--- src/rtl/ram_rw_pkg.sv ---
// rtl/ram_rw_pkg.sv - state encoding and default geometry shared by the RAM writer and ROM read sequencer
package ram_rw_pkg;

  localparam logic [2:0] IDLE   = 3'd0;
  localparam logic [2:0] WRITE  = 3'd1;
  localparam logic [2:0] FLUSH  = 3'd2;
  localparam logic [2:0] VERIFY = 3'd3;
  localparam logic [2:0] CHECK  = 3'd4;
  localparam logic [2:0] FIN    = 3'd5;

  localparam int DATA_W_DEF = 16;
  localparam int DEPTH_DEF  = 100;
  localparam int ADDR_W_DEF = 7;

endpackage

--- src/rtl/singleport_ram_writer.sv ---
// rtl/singleport_ram_writer.sv - streams DEPTH words into a single-port RAM; optional readback checksum (RAM_WRITER_VERIFY_EN)
module singleport_ram_writer
  import ram_rw_pkg::*;
#(
  parameter int DATA_W = DATA_W_DEF,
  parameter int DEPTH  = DEPTH_DEF,
  parameter int ADDR_W = ADDR_W_DEF
) (
  input  logic              clk,
  input  logic              rst_n,
  input  logic              start_w,
  input  logic              in_valid,
  input  logic [DATA_W-1:0] in_data,
  output logic              in_ready,
  output logic              busy,
  output logic              done,
  output logic              verify_err,
  output logic              mem_ena,
  output logic              mem_wea,
  output logic [ADDR_W-1:0] mem_addra,
  output logic [DATA_W-1:0] mem_dina,
  input  logic [DATA_W-1:0] mem_douta
);

  logic [2:0]        r_state;
  logic [ADDR_W-1:0] r_cnt;
  logic              r_done;
  logic              r_verify_err;
  logic              r_mem_ena;
  logic              r_mem_wea;
  logic [ADDR_W-1:0] r_mem_addra;
  logic [DATA_W-1:0] r_mem_dina;
  logic [DATA_W-1:0] r_chk_w;

  logic w_beat;
  logic w_last;
  logic w_start;

  assign in_ready = (r_state == WRITE);
  assign busy     = (r_state != IDLE);
  assign w_beat   = in_valid & in_ready;
  assign w_last   = (r_cnt == ADDR_W'(DEPTH - 1));
  assign w_start  = (r_state == IDLE) & start_w;

`ifdef RAM_WRITER_VERIFY_EN
  logic              r_rd_pend;
  logic [DATA_W-1:0] r_chk_r;

  // A read issued by the address register lands on mem_douta one cycle after the RAM samples it.
  always_ff @(posedge clk or negedge rst_n) begin
    if (!rst_n) begin
      r_rd_pend <= 1'b0;
      r_chk_r   <= '0;
    end else begin
      r_rd_pend <= r_mem_ena & ~r_mem_wea;
      if (w_start)
        r_chk_r <= '0;
      else if (r_rd_pend)
        r_chk_r <= r_chk_r ^ mem_douta;
    end
  end
`else
  logic w_unused;
  assign w_unused = ^{mem_douta, r_chk_w};
`endif

  always_ff @(posedge clk or negedge rst_n) begin
    if (!rst_n) begin
      r_state      <= IDLE;
      r_cnt        <= '0;
      r_done       <= 1'b0;
      r_verify_err <= 1'b0;
      r_mem_ena    <= 1'b0;
      r_mem_wea    <= 1'b0;
      r_mem_addra  <= '0;
      r_mem_dina   <= '0;
      r_chk_w      <= '0;
    end else begin
      r_done    <= 1'b0;
      r_mem_ena <= 1'b0;
      r_mem_wea <= 1'b0;
      case (r_state)
        IDLE: begin
          if (start_w) begin
            r_state      <= WRITE;
            r_cnt        <= '0;
            r_chk_w      <= '0;
            r_verify_err <= 1'b0;
          end
        end
        WRITE: begin
          if (w_beat) begin
            r_mem_ena   <= 1'b1;
            r_mem_wea   <= 1'b1;
            r_mem_addra <= r_cnt;
            r_mem_dina  <= in_data;
            r_chk_w     <= r_chk_w ^ in_data;
            if (w_last) begin
              r_cnt   <= '0;
              r_state <= FLUSH;
            end else begin
              r_cnt <= r_cnt + 1'b1;
            end
          end
        end
        FLUSH: begin
`ifdef RAM_WRITER_VERIFY_EN
          r_state <= VERIFY;
`else
          r_state <= FIN;
`endif
        end
`ifdef RAM_WRITER_VERIFY_EN
        VERIFY: begin
          r_mem_ena   <= 1'b1;
          r_mem_addra <= r_cnt;
          if (w_last) begin
            r_cnt   <= '0;
            r_state <= CHECK;
          end else begin
            r_cnt <= r_cnt + 1'b1;
          end
        end
        CHECK: begin
          // Both the last issued read and its fold must have drained before comparing.
          if (!r_mem_ena && !r_rd_pend) begin
            r_verify_err <= (r_chk_r != r_chk_w);
            r_state      <= FIN;
          end
        end
`endif
        FIN: begin
          r_done  <= 1'b1;
          r_state <= IDLE;
        end
        default: r_state <= IDLE;
      endcase
    end
  end

  assign done       = r_done;
  assign verify_err = r_verify_err;
  assign mem_ena    = r_mem_ena;
  assign mem_wea    = r_mem_wea;
  assign mem_addra  = r_mem_addra;
  assign mem_dina   = r_mem_dina;

endmodule
--- config.mk ---
export PLATFORM = sky130hd
export DESIGN_NAME = singleport_ram_writer
export DESIGN_NICKNAME = d
export VERILOG_FILES = /design/src/rtl/ram_rw_pkg.sv /design/src/rtl/singleport_ram_writer.sv
export SDC_FILE = /design/constraint.sdc
export NUM_CORES = 1
export LEC_CHECK = 0
export ABC_AREA = 1
export CORE_MARGIN = 2
export CORE_UTILIZATION = 45
export CTS_CLUSTER_DIAMETER = 200
export CTS_CLUSTER_SIZE = 25
export DETAILED_ROUTE_END_ITERATION = 10
export PLACE_DENSITY = 0.89
export SETUP_SLACK_MARGIN = 0.05
export SYNTH_ARGS = -nofsm -noshare
export SYNTH_HDL_FRONTEND = slang
export SYNTH_SLANG_ARGS = --single-unit
--- constraint.sdc ---
create_clock -name clk -period 2.79 [get_ports clk]
set_clock_uncertainty 0.05 [all_clocks]
set_input_delay 0.558 -clock clk [delete_from_list [all_inputs] [get_ports clk]]
set_output_delay 0.558 -clock clk [all_outputs]
set_load 0.02 [all_outputs]
; Word level (Yosys, flattened, before mapping)
; Index checks and enable logic that the tools add are counted.
[totals]
romBits = 0
mem_count = 0
inputBits = 36
word_cells = 32
mem_bits_rw = 0
regBits = 35
latchBits = 0
[classes]
order_cmp = 0
add_sub_neg = 1
div_mod_pow = 0
bitwise = 1
n_shift = 0
n_mux = 11
n_mul = 0
eq_ne = 7
reduce_logical = 6
[op_table]
columns = op, count
row1 = $mux 7, 3
row2 = $pmux 7 s2, 1
row3 = $mux 3, 3
row4 = $pmux 3 s3, 1
row5 = $add 7x1->7 const B, 1
row6 = $eq 7x7->1 const B, 1
row7 = $reduce_and 3->1, 2
row8 = $ne 2x1->1 const B, 2
row9 = $eq 3x1->1 const B, 1
row10 = $eq 3x2->1 const B, 1
row11 = $eq 3x3->1 const B, 1
row12 = $logic_not 3->1, 1
row13 = $mux 1, 3
row14 = $reduce_bool 3->1, 1
row15 = $ne 2x2->1 const B, 1
row16 = $reduce_and 2->1, 1
row17 = $reduce_bool 2->1, 1
row18 = $and 1x1->1, 1

; Longest topological paths before layout
[depth]
depth_word = 4
mapped_depth = 8
depth_no_buf = 8

; Worst setup path after synthesis
; No wires, ideal clock.
[synth_path]
kind = register to output
startpoint = register r_state[1]
endpoint = output in_ready
arrival_ps = 833
stages_incl_launch_ff = 2
path_slack_ps = 1349
path_cell_list = dfrtp_1 -> nor3_4
[synth_via]
elab_chain_cells = 1
[synth_rtl]
columns = item, line
row1 = start: declaration, singleport_ram_writer.sv:25  ; logic [2:0] r_state;
row2 = start signal: assignment, singleport_ram_writer.sv:69  ; r_state <= IDLE;
row3 = start signal: assignment, singleport_ram_writer.sv:85  ; r_state <= WRITE;
row4 = start signal: assignment, singleport_ram_writer.sv:100  ; r_state <= FLUSH;
row5 = $eq 3x1->1, singleport_ram_writer.sv:39  ; assign in_ready = (r_state == WRITE);
row6 = end: declaration, singleport_ram_writer.sv:14  ; output logic in_ready,
; Every way passes these cells.

; Worst setup path in the final report
[layout_path]
startpoint = register r_state[2]
endpoint = output in_ready
; Same word-level chain as after synthesis.

==> metrics.cfg <==
[worst_setup_path]
worstSetupPathType=flip-flop to output pin
start_kind=flip-flop
cp-end-kind=output pin
rr_endpoint=r_cnt[1]$_DFFE_PN0P_
worstPathArrival_ns=1.82
cp_data_required_time_ns=2.18
r2r_start=r_state[2]$_DFFE_PN0P_
r2r_cells=5
reg2reg_slack_ns=1.15
worst-path-max-fanout=7

[floorplan]
die_area_sq_um=3990
die_h_um=63.2
die_w_um=63.2
ios=65
num_rows=21
core_area_sq_um=3340
initial_utilization_pct=47.2

[logic_synthesis]
synth_nets=216
syn_area_per_cell_sq_um=8.80
yosys_warnings=0
synth_top_cell_area_share_pct=55.6
synthTopCellsByArea=dfrtp_1 (56%), nand2_1 (16%), nand2_2 (4.8%), inv_1 (3.8%), nor2_1 (2.9%)
ys_types=22
synth.largest_area_cell=dfrtp_1
synth.most_common_cell=nand2_1
synth_edf_count=0
ys_async_sr_fraction_pct=100
syn_area_sq_um=1580
ys.flop_type=dfrtp_1
yosys_register_bits=35
synth_common_cells=nand2_1 (66), dfrtp_1 (35), inv_1 (16), nand2_2 (12), nor2_1 (12)
ys_seq_area_share_pct=55.6
syn_inst=179

[route]
drc_errors=0
avgRoutedWirePerCell_um=11.1
first_pass_iters=4
top_layer=met4
vias=1257
wirelength_um=3050
wl_met2_um=1520
ant_nets=0
wl_met3_um=124
drt_iter0_drc=80
vias_per_cell=4.57
met1_length_um=1360

[clock_tree]
cts_tree=done
cts-root-buf=clkbuf_4
cts-htree-levels=2
clock_sinks=35
postCtsHoldBufs=0
post_cts_buffers=0
clk_latency_ns=0.33
cts_inserted_buffers=5
clk_pin_slew_ns=0.10
clock_path_buffers=2
cts-resized-gates=0

[finish]
fin_nets=265
multi_input_area_sq_um=568
drive_gt1_share_pct=10.5
antenna_cells=0
seqCellArea_sq_um=876
fin_area_sq_um=2120
fill_cells=281
area_growth_pct=34.4

[power]
p_per_area_nw_per_um2=624
p_leak_nw=1.05
vdd_ir_drop_max_v=0.000362
total_power_w=0.00132

[global_routing]
grt-ovfl-total=0
grt_pass1_vias=1133
gr-usage-all-layers_pct=16.4
grt_max_degree=36
antenna_found_initial=0
grt_pass1_wl_um=5090

[timing]
rsz0062_at_grt=false
hold_violations=0
fmax_mhz=411
fin_tns_setup_ns=0
setup_violations=0
finalCritPeriodShare_pct=87.1
slew_violations=0
min_period_ns=2.43

[outcome]
status=finished clean

[place]
placed_cell_area_sq_um=2050
numPortBuffers=47
hpwl_um=2160
gp_congestion=0.813

[flow_run]
cap_viol_max_count=0

[min_path]
hold_end=mem_dina[13]$_DFFE_PN0P_
worstHoldStart=mem_dina[13]$_DFFE_PN0P_
holdPathStages=2
hold_class=flip-flop to flip-flop

-- state kept, by name, indices dropped and copies added (netlist names) --
| register | count |
|---|---|
| r_cnt | 7 |
| mem_wea | 1 |
| mem_dina | 16 |
| mem_addra | 7 |
| done | 1 |
| r_state | 3 |
-- cell usage in the layout (no fill, tap or decap) --
master and count:
nand2_1 66, clkdlybuf4s50_1 47, dfrtp_1 35, inv_1 16, nor2_1 12, nand2_2 12, o21ai_1 7, nand3_1 6
o21ai_0 6, clkbuf_4 5, xor2_1 3, nand3b_1 2, clkbuf_8 2, nor3_4 1, nand2_4 1, inv_6 1
and3_1 1, nor2_2 1, o211ai_1 1, ha_1 1, conb_1 1, clkbuf_1 1, buf_4 1
-- metal layers --
metal / vias up / global-route usage [%]
met5: - / 0
met4: 0 / 7.50
met3: 5 / 3.39
met2: 28 / 27.1
met1: 581 / 20.6
li1: 643 / -
-- final cells by class --
class,count,share of cell area (%)
inverter,17,3.25
timing repair buffer,48,22.6
clock buffer,8,3.25
sequential,35,41.4
tap,46,2.72
multi-input combinational,121,26.8
-- kinds of logic after synthesis --
kind of cell | after synthesis | synth area share [%]
simple gates | 102 | 28.8
flops | 35 | 55.6
buf+inv | 23 | 8.34
compound gates | 14 | 4.61
xor+xnor | 3 | 1.67
fa+ha+maj | 1 | 0.794
other cells | 1 | 0.238
-- critical path: stages, from the launching register on --
cell	delay, ns
dfrtp_1	0.45
nor3_4	0.37
clkdlybuf4s50_1	0.68
-- metrics by stage --
step / util [%] / instances / hold slack, ns / worst slack [ns]
after global routing: 63.4 / 275 / 0.455 / 0.286
final: 63.4 / 275 / 0.434 / 0.359
after CTS: 63.4 / 275 / 0.440 / 0.345
after global placement: 61.4 / 267 / 0.411 / 0.743
after floorplan: - / 179 / 0.212 / 1.35
after detailed placement: 61.4 / 267 / 0.414 / 0.725
-- worst max path at each step --
stage / startpoint / end / slack [ns] / cells after the start
CTS: r_state[2]$_DFFE_PN0P_ / in_ready / 0.35 / 2
floorplan: r_state[1]$_DFFE_PN0P_ / in_ready / 1.35 / 1
global route: r_state[1]$_DFFE_PN0P_ / in_ready / 0.29 / 2
detailed placement: r_state[2]$_DFFE_PN0P_ / in_ready / 0.72 / 2
finish: r_state[2]$_DFFE_PN0P_ / in_ready / 0.36 / 2
global placement: r_state[1]$_DFFE_PN0P_ / in_ready / 0.74 / 2
-- report_power, final --
group | internal (W) | switching (W) | total, W
combinational | 0.000170 | 0.000195 | 0.000365
clock | 0.000148 | 0.000162 | 0.000310
sequential | 0.000585 | 0.0000617 | 0.000646
total | 0.000903 | 0.000419 | 0.00132
Power figures use the tool's default switching activity.
